==> config.mk <==
export PLATFORM = sky130hd
export DESIGN_NAME = tcdm_req_fifo
export DESIGN_NICKNAME = d
export VERILOG_FILES = /design/src/rtl/tcdm_pkg.sv /design/src/rtl/tcdm_fifo_ctrl.sv /design/src/rtl/tcdm_req_fifo.sv
export SDC_FILE = /design/constraint.sdc
export NUM_CORES = 1
export LEC_CHECK = 0
export ABC_AREA = 1
export CORE_MARGIN = 2
export CORE_UTILIZATION = 43
export DETAILED_ROUTE_END_ITERATION = 6
export GPL_TIMING_DRIVEN = 0
export PLACE_DENSITY = 0.75
export SLEW_MARGIN = 15
export SYNTH_ARGS = -nofsm -noshare
export SYNTH_HDL_FRONTEND = slang
export SYNTH_SLANG_ARGS = --single-unit
==> constraint.sdc <==
create_clock -name clk_i -period 3.3 [get_ports clk_i]
set_input_delay 0.495 -clock clk_i [delete_from_list [all_inputs] [get_ports clk_i]]
set_output_delay 0.495 -clock clk_i [all_outputs]
set_load 0.03 [all_outputs]
==> src/rtl/tcdm_pkg.sv <==
// Shared TCDM definitions: write-enable encoding and occupancy-counter sizing
// for the request/response buffers.
package tcdm_pkg;

    localparam logic TCDM_WEN_STORE = 1'b0;
    localparam logic TCDM_WEN_LOAD  = 1'b1;

    // Counter must represent 0..depth inclusive.
    function automatic int unsigned tcdm_cnt_width(input int unsigned depth);
        return $clog2(depth + 1);
    endfunction

endpackage

==> src/rtl/tcdm_fifo_ctrl.sv <==
// Circular-buffer bookkeeping: read/write pointers, occupancy, full/empty.
// Flush returns everything to the empty state and overrides push/pop.
module tcdm_fifo_ctrl
    import tcdm_pkg::*;
#(
    parameter int unsigned DEPTH = 2,
    localparam int unsigned PTR_W = $clog2(DEPTH),
    localparam int unsigned CNT_W = tcdm_cnt_width(DEPTH)
) (
    input  logic             clk_i,
    input  logic             rst_i,
    input  logic             flush_i,
    input  logic             push_i,
    input  logic             pop_i,
    output logic [PTR_W-1:0] wr_ptr_o,
    output logic [PTR_W-1:0] rd_ptr_o,
    output logic [CNT_W-1:0] count_o,
    output logic             full_o,
    output logic             empty_o
);

    logic [PTR_W-1:0] wr_ptr_q, wr_ptr_d;
    logic [PTR_W-1:0] rd_ptr_q, rd_ptr_d;
    logic [CNT_W-1:0] count_q, count_d;

    // DEPTH is a power of two, so pointer overflow is the modulo wrap.
    always_comb begin
        wr_ptr_d = wr_ptr_q;
        rd_ptr_d = rd_ptr_q;
        count_d  = count_q;
        if (flush_i) begin
            wr_ptr_d = '0;
            rd_ptr_d = '0;
            count_d  = '0;
        end else begin
            if (push_i) wr_ptr_d = wr_ptr_q + PTR_W'(1);
            if (pop_i)  rd_ptr_d = rd_ptr_q + PTR_W'(1);
            count_d = count_q + CNT_W'(push_i) - CNT_W'(pop_i);
        end
    end

    always_ff @(posedge clk_i) begin
        if (rst_i) begin
            wr_ptr_q <= '0;
            rd_ptr_q <= '0;
            count_q  <= '0;
        end else begin
            wr_ptr_q <= wr_ptr_d;
            rd_ptr_q <= rd_ptr_d;
            count_q  <= count_d;
        end
    end

    assign wr_ptr_o = wr_ptr_q;
    assign rd_ptr_o = rd_ptr_q;
    assign count_o  = count_q;
    assign full_o   = (count_q == CNT_W'(DEPTH));
    assign empty_o  = (count_q == '0);

endmodule

==> src/rtl/tcdm_req_fifo.sv <==
// DEPTH-entry TCDM request buffer between an initiator and one SRAM bank.
// Head entry is presented from the cycle after it is pushed; outputs read 0 while empty.
module tcdm_req_fifo
    import tcdm_pkg::*;
#(
    parameter int unsigned ADDR_WIDTH      = 11,
    parameter int unsigned DATA_WIDTH      = 32,
    parameter int unsigned SRAM_ADDR_WIDTH = 11,
    parameter int unsigned DEPTH           = 2,
    parameter int unsigned GNT_PASSTHRU    = 0,
    localparam int unsigned BE_WIDTH       = DATA_WIDTH / 8,
    localparam int unsigned PTR_W          = $clog2(DEPTH),
    localparam int unsigned CNT_W          = tcdm_cnt_width(DEPTH)
) (
    input  logic                       clk_i,
    input  logic                       rst_i,
    input  logic                       flush_i,
    input  logic                       data_req_i,
    input  logic [ADDR_WIDTH-1:0]      data_add_i,
    input  logic                       data_wen_i,
    input  logic [DATA_WIDTH-1:0]      data_wdata_i,
    input  logic [BE_WIDTH-1:0]        data_be_i,
    output logic                       data_gnt_o,
    output logic                       data_req_SRAM_o,
    output logic [SRAM_ADDR_WIDTH-1:0] data_add_SRAM_o,
    output logic                       data_wen_SRAM_o,
    output logic [DATA_WIDTH-1:0]      data_wdata_SRAM_o,
    output logic [BE_WIDTH-1:0]        data_be_SRAM_o,
    input  logic                       data_gnt_i,
    output logic [CNT_W-1:0]           count_o
);

    logic [SRAM_ADDR_WIDTH-1:0] add_q   [DEPTH];
    logic                       wen_q   [DEPTH];
    logic [DATA_WIDTH-1:0]      wdata_q [DEPTH];
    logic [BE_WIDTH-1:0]        be_q    [DEPTH];

    logic [PTR_W-1:0] wr_ptr, rd_ptr;
    logic             full, empty;
    logic             push, pop;
    logic             passthru_gnt;
    logic [DEPTH-1:0] we;

    // In pass-through mode data_gnt_i reaches data_gnt_o combinationally.
    assign passthru_gnt = (GNT_PASSTHRU != 0) & data_gnt_i;
    assign data_gnt_o   = ~flush_i & (~full | passthru_gnt);
    assign push         = data_req_i & data_gnt_o;
    assign pop          = ~empty & data_gnt_i;

    tcdm_fifo_ctrl #(
        .DEPTH (DEPTH)
    ) i_ctrl (
        .clk_i    (clk_i),
        .rst_i    (rst_i),
        .flush_i  (flush_i),
        .push_i   (push),
        .pop_i    (pop),
        .wr_ptr_o (wr_ptr),
        .rd_ptr_o (rd_ptr),
        .count_o  (count_o),
        .full_o   (full),
        .empty_o  (empty)
    );

    always_comb begin
        we         = '0;
        we[wr_ptr] = push;
    end

    // Storage is deliberately unreset; the empty gating hides stale contents.
    always_ff @(posedge clk_i) begin
        for (int unsigned i = 0; i < DEPTH; i++) begin
            if (we[i]) begin
                add_q[i]   <= data_add_i[SRAM_ADDR_WIDTH-1:0];
                wen_q[i]   <= data_wen_i;
                wdata_q[i] <= data_wdata_i;
                be_q[i]    <= data_be_i;
            end
        end
    end

    always_comb begin
        data_req_SRAM_o   = ~empty;
        data_add_SRAM_o   = '0;
        data_wen_SRAM_o   = TCDM_WEN_STORE;
        data_wdata_SRAM_o = '0;
        data_be_SRAM_o    = '0;
        if (!empty) begin
            data_add_SRAM_o   = add_q[rd_ptr];
            data_wen_SRAM_o   = wen_q[rd_ptr];
            data_wdata_SRAM_o = wdata_q[rd_ptr];
            data_be_SRAM_o    = be_q[rd_ptr];
        end
    end

    if (SRAM_ADDR_WIDTH < ADDR_WIDTH) begin : g_addr_hi
        logic unused_addr_hi;
        assign unused_addr_hi = ^data_add_i[ADDR_WIDTH-1:SRAM_ADDR_WIDTH];
    end

endmodule
* Word-level counts from Yosys, hierarchy flattened
Memory sizes are Yosys's and may differ from the RTL's. A register that Yosys moved wholly into a read port is not among the register bits. Index checks and enable logic that the tools add are counted.
Word-level totals: flip-flop bits (word level) 4, RAM bits 96, input port bits 53, output and inout port bits 52, logic and storage cells 58, memories kept 4
Cells by class: add/subtract/negate cells 4, $lt $le $gt $ge 2, equality and inequality tests 1, mux-type cells 30, bitwise operators 7, reductions and logical operators 7
Memories:
- wdata_q | words 2, bits a word 32, rd ports 1, clocked after memory_dff 1, write ports 1, RTL line tcdm_req_fifo.sv:35 | logic [DATA_WIDTH-1:0] wdata_q [DEPTH];
- add_q | words 2, bits a word 11, rd ports 1, clocked after memory_dff 1, write ports 1, RTL line tcdm_req_fifo.sv:33 | logic [SRAM_ADDR_WIDTH-1:0] add_q [DEPTH];
- be_q | words 2, bits a word 4, rd ports 1, clocked after memory_dff 1, write ports 1, RTL line tcdm_req_fifo.sv:36 | logic [BE_WIDTH-1:0] be_q [DEPTH];
- wen_q | words 2, bits a word 1, rd ports 1, clocked after memory_dff 1, write ports 1, RTL line tcdm_req_fifo.sv:34 | logic wen_q [DEPTH];
Operators by type and width (count):
- 32-bit 2-to-1 mux | 2
- 32-bit OR reduction | 1
- 1-bit 2-to-1 mux | 23
- 11-bit 2-to-1 mux | 2
- 11-bit OR reduction | 1
- 4-bit 2-to-1 mux | 2
- 4-bit OR reduction | 1
- 1-bit AND | 3
- 1-bit inverter | 3
- 1-bit adder (second input constant) | 2
- 2-bit by 1-bit adder with 2-bit output | 1
- 2-bit AND | 1
- 2-bit == test (second input constant) | 1
- 2-bit logical NOT | 1
- 1-bit by 2-bit < comparator with 1-bit output (second input constant) | 1
- 2-bit OR reduction | 1
- 2-bit by 1-bit subtractor with 2-bit output | 1
- 1-bit demux with 1-bit select | 1
- 1-bit greater-or-equal comparator (second input constant) | 1
- 1-bit logical AND | 1
- 1-bit OR reduction | 1

* Depth between registers and ports, before layout
Gate-level depths: netlist of the first run.
word-level depth 9, mapped depth 11, gate-level depth less buffers 11

* Hierarchy
A second synthesis of the first run with hierarchy kept.
Second synthesis, totals: cells, all modules 388, area, all modules 4127.7 um2
Modules (own cells, without submodules):
- tcdm_req_fifo | instances 1, cells an instance 361, area each 3931.3 um2, sequential area each 2882.8 um2
- tcdm_fifo_ctrl | instances 1, cells an instance 27, area each 196.4 um2, sequential area each 80.1 um2

* Worst setup path before layout of the first run
OpenSTA, ideal clock, no wires.
path kind register to register, from reg i_ctrl.count_q[0] (netlist: i_ctrl.count_o[0]), to mem add_q[0][0], enable pin, library setup time 0.454 ns, arrival time 2.856 ns, data required time 2.846 ns, setup slack -0.010 ns, stages on the path, launching flop included 5, path buffers 0, clock period less this slack 3.310 ns, path through dfxtp_1 > inv_1 > nand2_1 > nand3_1 > nor2_1
On the way: elaborated cells on any way between the ends 12, those cells by class eq/ne (1); mux (6); bitwise (4); reduce/logical (1)
RTL lines:
- start, declared | RTL line tcdm_fifo_ctrl.sv:24 | logic [CNT_W-1:0] count_q, count_d;
- start signal, assigned | RTL line tcdm_fifo_ctrl.sv:50 | count_q <= count_d;
- 2-bit == test | RTL line tcdm_fifo_ctrl.sv:57 | assign full_o = (count_q == CNT_W'(DEPTH));
- 1-bit inverter | RTL line tcdm_req_fifo.sv:46 | assign data_gnt_o = ~flush_i & (~full | passthru_gnt);
- 1-bit AND | RTL line tcdm_req_fifo.sv:46
- 1-bit AND | RTL line tcdm_req_fifo.sv:47 | assign push = data_req_i & data_gnt_o;
- 2-bit AND (no line)
- named net we[0] | RTL line tcdm_req_fifo.sv:42 | logic [DEPTH-1:0] we;
- 1-bit 2-to-1 mux | RTL line tcdm_req_fifo.sv:73 | if (we[i]) begin
- 1-bit 2-to-1 mux (implied by the code) | RTL line tcdm_req_fifo.sv:74 | add_q[i] <= data_add_i[SRAM_ADDR_WIDTH-1:0];
- 1-bit 2-to-1 mux (no line)
- end, declared | RTL line tcdm_req_fifo.sv:33
The timed path passes the listed nets, and every way through them passes these cells.

* Worst setup path in the final report of the first run
from reg i_ctrl.count_q[1] (netlist: i_ctrl.count_o[1]), to out data_be_SRAM_o[0]
On the way: longest elaborated chain between the ends 2
RTL lines:
- 2-bit logical NOT | RTL line tcdm_fifo_ctrl.sv:58 | assign empty_o = (count_q == '0);
- 4-bit 2-to-1 mux | RTL line tcdm_req_fifo.sv:88 | if (!empty) begin
- end, declared | RTL line tcdm_req_fifo.sv:28 | output logic [BE_WIDTH-1:0] data_be_SRAM_o,
No other way between the ends.

==> run metrics, run 1 <==
Syn Inst Count=297; Area contributors post-synth=edfxtp_1, nand2_1, a21oi_1, dfxtp_1, a21oi_2; clock sink total=101; R2R Setup Slk=1.36 ns; setup bufs post-CTS=0; sequential area share after synthesis=0.7661; final WL=7731 µm; DP HPWL=5312 µm; Synth Register Bits=101; layout cells sized above 1=0.1098; DRT iter0 DRCs=96; die width=99.16 µm; post-CTS sizing=0; CP Capture Type=output port; CTS root buf=clkbuf_8; post-route ant nets=0; CTS Hold Buffers Added=0; largest area contributor in the netlist=edfxtp_1; CTS Buf Count=9; maximum buffer depth of the clock tree=2; RSZ-0062 raised after global routing=no; Final Max Tran Viols=0; Worst Setup Path Type=flip-flop to output port; Worst Path Arrival=2.06 ns; net count of the mapped netlist=352; Avg Synthesized Cell Area=13.11 µm²; initial antenna violation count=0; Max Clock Freq=0.3909 GHz; number of global-route vias before repair=2524; Final period util=0.7753; # diodes=0; most frequent cells in the layout=nand2_1, clkdlybuf4s50_1, edfxtp_1, a21oi_1, inv_1; Yosys warning count=0; synthesized area=3894 µm²; R2R depth=5; Clock Skew=0.007941 ns; Crit Path Max Fanout=10; vias=2541; worst rel slew slack=0.4880; number of cells on the worst hold path=2; Area growth syn-to-layout=37.11%; Worst path top cell family by delay=buffers and inverters; vias per cell=4.822; die area=9833 µm²; slowest library cell on the worst path=clkdlybuf4s50_1; CTS H-tree lvls=3; Final Hold Viols=0; min-delay src=i_ctrl.rd_ptr_o; Total GRT Usage=0.1647; Yosys cell types=16; DRC Markers=0; IO Count=105; Tmin final=2.558 ns; Final nets=469; CTS tree=done; CP cell instances=nor2_2 > buf_4 > buf_6 > a21oi_2 > clkdlybuf4s50_1; cell row count=34; Leak=1.870 nW; status=complete, no violations; WHS=0.5179 ns; WP data required=2.80 ns; IO Port Bufs=104; largest net degree at the start of global routing=29; GP Congestion=0.6928; Reg-to-Reg End=wdata_q[0][22]; worst min path class=flip-flop to flip-flop; Pwr Density=481.0 nW/µm²; delay of the slowest critical-path stage=0.68 ns; Initial Util=0.4443; Clk Latency, worst-skew pair=0.35 ns; Reg clk slew, reported paths=0.09 ns; transition time at the pin with the least slew margin=0.7662 ns; Die H=99.16 µm; First-pass DRT Iterations=4; R2R Path Start=i_ctrl.count_o[0]; Final setup viols=0; Max-Cap Viols=0; Peak VDD IR=321.2 µV; Worst setup SP type=flip-flop; Core Box Area=8763 µm²; average wire per standard cell=14.67 µm; total power draw=0.002568 W; GRT overflow=0; post-synth top area share=0.7404; CP Buf/Inv Count=3; first-pass GRT wire length=12300 µm
worst max path at each step:
stage	start	to	slack [ns]	cells after the start
floorplan	i_ctrl.count_o[0]	add_q[0][0]	0.78	4
global placement	flush_i	wdata_q[0][29]	-0.24	4
detailed placement	flush_i	wdata_q[0][29]	0.78	5
CTS	i_ctrl.count_o[1]	data_wdata_SRAM_o[28]	0.69	5
global route	flip-flop	data_wdata_SRAM_o[21]	0.61	6
finish	i_ctrl.count_o[1]	data_be_SRAM_o[0]	0.74	5
power breakdown:
part	total [W]	switching [W]	leakage [nW]	internal [W]
sequential	0.00145	0.00000953	0.921	0.00144
combinational	0.000278	0.000150	0.843	0.000129
clock	0.000839	0.000409	0.106	0.000429
total	0.00257	0.000568	1.87	0.00200
tightest hold or removal path, cell delays in order, from the launching register on:
cell and delay [ns]:
dfxtp_1 0.34, nor2_1 0.06, nor2_1 0.09
area by class of cell:
class	instances	area [µm²]
Inverter	12	45.04
Clock buffer	9	123.9
Timing Repair Buffer	106	1081
Sequential cell	101	2983
Fill cell	741	3425
Buffer	15	106.4
Multi-Input combinational cell	169	767.0
Tap cell	108	135.1
Clock inverter	7	97.59
routing by layer:
metal / global-route usage / vias up / share of wire
met5: 0 / - / 0
li1: - / 1261 / -
met2: 0.2765 / 79 / 0.49
met4: 0.06322 / 0 / 0.0078
met1: 0.2084 / 1195 / 0.44
met3: 0.03935 / 6 / 0.057
synthesized netlist by cell type:
| cell type | count |
|---|---|
| a21oi_1 | 41 |
| a21oi_2 | 9 |
| buf_2 | 7 |
| buf_4 | 5 |
| buf_6 | 3 |
| dfxtp_1 | 5 |
| edfxtp_1 | 96 |
| ha_1 | 2 |
| inv_1 | 11 |
| inv_2 | 1 |
| nand2_1 | 104 |
| nand3_1 | 2 |
| nand4_1 | 1 |
| nor2_1 | 8 |
| nor2_2 | 1 |
| nor3b_1 | 1 |
cell families (layout without fill, tap and decap cells):
logic type | count (synthesis) | after routing | share of synthesized area
fa+ha+maj | 2 | 2 | 0.006426
compound gates | 50 | 50 | 0.07295
simple gates | 117 | 117 | 0.1157
flops | 101 | 101 | 0.7661
buf+inv | 27 | 149 | 0.03888
through the flow:
stage / cells / setup WS, ns / TNS, ns / cell area (µm²) / util
6_report: 527 / 0.7417 / 0 / 5339 / 0.6092
5_1_grt: 527 / 0.6066 / 0 / 5339 / 0.6092
4_1_cts: 527 / 0.6920 / 0 / 5339 / 0.6092
3_5_place_dp: 511 / 0.7761 / 0 / 5117 / 0.5840
3_3_place_gp: 509 / -0.2387 / -11.32 / 5072 / 0.5788
2_1_floorplan: 297 / 0.7821 / 0 / 3896 / -
state kept, by name (all words and copies together), names as in the netlist, named ones only:
register / count
add_q: 22
be_q: 8
i_ctrl.count_o: 2
i_ctrl.rd_ptr_o: 1
i_ctrl.wr_ptr_o: 1
wdata_q: 64
wen_q: 2
No activity file was read; power rests on OpenSTA's default activity.
==> inputs of run 2 (changes only) <==
Settings changed: CORE_UTILIZATION 43 to 48, PLACE_DENSITY 0.75 to 0.79.
Clock period 3.3 ns to 2.5 ns, I/O delays scaled along.
==> run metrics, run 2 (synthesis results as in run 1) <==
post-CTS sizing=0 (unchanged); top flop regs=wdata_q x64, add_q x22, be_q x8 (unchanged); Largest Register=wdata_q (unchanged); CTS H-tree lvls=3 (unchanged); transition time at the pin with the least slew margin=0.6176 ns (was 0.7662 ns); setup bufs post-CTS=0 (unchanged); initial antenna violation count=0 (unchanged); flip-flop count of the largest register after layout=64 (unchanged); Pwr Density=611.5 nW/µm² (was 481.0 nW/µm²); layout cells sized above 1=0.1071 (was 0.1098); Area growth syn-to-layout=37.95% (was 37.11%); First-pass DRT Iterations=4 (unchanged); Crit Path Max Fanout=10 (unchanged); Initial Util=0.4987 (was 0.4443); Worst Path Arrival=2.04 ns (was 2.06 ns); most common cell after layout, fill and taps aside=nand2_1; DRC Markers=0 (unchanged); R2R depth=6 (was 5); Final setup viols=0 (unchanged); Final nets=470 (was 469); Final period util=0.9676; DRT iter0 DRCs=67 (was 96); R2R Path Start=i_ctrl.count_o[0] (unchanged); Core Box Area=7807 µm² (was 8763 µm²); Die H=94.07 µm (was 99.16 µm); number of cells on the worst hold path=2 (unchanged); # diodes=0 (unchanged); die area=8848 µm² (was 9833 µm²); most frequent cells in the layout=nand2_1, edfxtp_1, clkdlybuf4s50_1, a21oi_1, dlymetal6s2s_1 (was nand2_1, clkdlybuf4s50_1, edfxtp_1, a21oi_1, inv_1); maximum buffer depth of the clock tree=2 (unchanged); Worst setup SP type=flip-flop (unchanged); Leak=2.089 nW (was 1.870 nW); worst min path class=flip-flop to flip-flop (unchanged); Final Max Tran Viols=0 (unchanged); Final Hold Viols=0 (unchanged); GRT overflow=0 (unchanged); Reg-to-Reg End=wdata_q[0][22] (unchanged); vias=2575 (was 2541); cell row count=32 (was 34); CTS Hold Buffers Added=0 (unchanged); Max Clock Freq=0.4134 GHz; post-route ant nets=0 (unchanged); total power draw=0.003285 W (was 0.002568 W); Tmin final=2.419 ns; first-pass GRT wire length=12570 µm (was 12300 µm); Reg clk slew, reported paths=0.10 ns (was 0.09 ns); Clk Latency, worst-skew pair=0.36 ns (was 0.35 ns); worst rel slew slack=0.5873 (was 0.4880); critical path launch point=i_ctrl.count_o[1] (unchanged); CTS Buf Count=9 (unchanged); clock sink total=101 (unchanged); final WL=7919 µm (was 7731 µm); Clock Skew=0.01790 ns (was 0.007941 ns); status=complete, no violations (unchanged); die width=94.07 µm (was 99.16 µm); Worst Setup Path Type=flip-flop to output port (unchanged); CTS tree=done (unchanged); Setup crit end=data_wdata_SRAM_o[29] (was data_be_SRAM_o[0]); IO Port Bufs=104 (unchanged); RSZ-0062 raised after global routing=no (unchanged); CTS root buf=clkbuf_8 (unchanged); vias per cell=4.933 (was 4.822); finished layout cell area=5371 µm² (was 5339 µm²); IO Count=105 (unchanged); CP Capture Type=output port (unchanged); Post-DP Area=5145 µm² (was 5117 µm²); largest net degree at the start of global routing=33 (was 29); Total GRT Usage=0.1903 (was 0.1647); Max-Cap Viols=0 (unchanged); GP Congestion=0.6893 (was 0.6928); R2R Setup Slk=0.50 ns (was 1.36 ns); average wire per standard cell=15.17 µm (was 14.67 µm); DP HPWL=5379 µm (was 5312 µm); Peak VDD IR=369.0 µV (was 321.2 µV); WP data required=2.12 ns (was 2.80 ns); number of global-route vias before repair=2636 (was 2524)
## run 2: worst min path at each step
| stage | startpoint | to | slack, ns |
|---|---|---|---|
| floorplan | flush_i | i_ctrl.count_o[0] | 0.45 |
| global placement | i_ctrl.rd_ptr_o | i_ctrl.rd_ptr_o | 0.48 |
| detailed placement | i_ctrl.rd_ptr_o | i_ctrl.rd_ptr_o | 0.50 |
| CTS | i_ctrl.rd_ptr_o | i_ctrl.rd_ptr_o | 0.52 |
| global route | i_ctrl.rd_ptr_o | i_ctrl.rd_ptr_o | 0.55 |
| finish | i_ctrl.rd_ptr_o | i_ctrl.rd_ptr_o | 0.51 |
## run 2: stage by stage
stage               hold slack [ns]  cells  setup WS, ns    util  TNS (ns)
floorplan                    0.4501    297        0.3267       -         0
global placement             0.4806    503       -0.4118  0.6494    -25.75
detailed placement           0.4978    506        0.1316  0.6590         0
CTS                          0.5230    522       0.02932  0.6835         0
global route                 0.5516    522     0.0003466  0.6880         0
finish                       0.5116    522       0.08099  0.6880         0
## run 2: where the power goes
group	internal, W	leakage (nW)	switching (W)
registers	0.00190	0.921	0.0000138
logic	0.000176	1.07	0.000199
clock network	0.000462	0.0939	0.000531
## run 2: layer usage
layer / up-vias / global-route usage / part of all wire
met3: 6 / 0.04254 / 0.061
met5: - / 0 / 0
met2: 82 / 0.3393 / 0.52
met1: 1221 / 0.2267 / 0.41
li1: 1266 / - / -
met4: 0 / 0.06643 / 0.0056
## run 2: final cells by class
class | count | area, µm²
Inverter | 12 | 45.04
Fill cell | 579 | 2436
Clock buffer | 10 | 127.6
Buffer | 15 | 106.4
Tap cell | 102 | 127.6
Timing Repair Buffer | 107 | 1146
Sequential cell | 101 | 2983
Clock inverter | 6 | 63.81
Multi-Input combinational cell | 169 | 772.0
## run 2: critical path: stages, from the launching register on
cell and delay (ns):
dfxtp_1 0.47, nor2_4 0.09, buf_4 0.19, buf_6 0.16
a21oi_2 0.10, clkdlybuf4s50_1 0.67
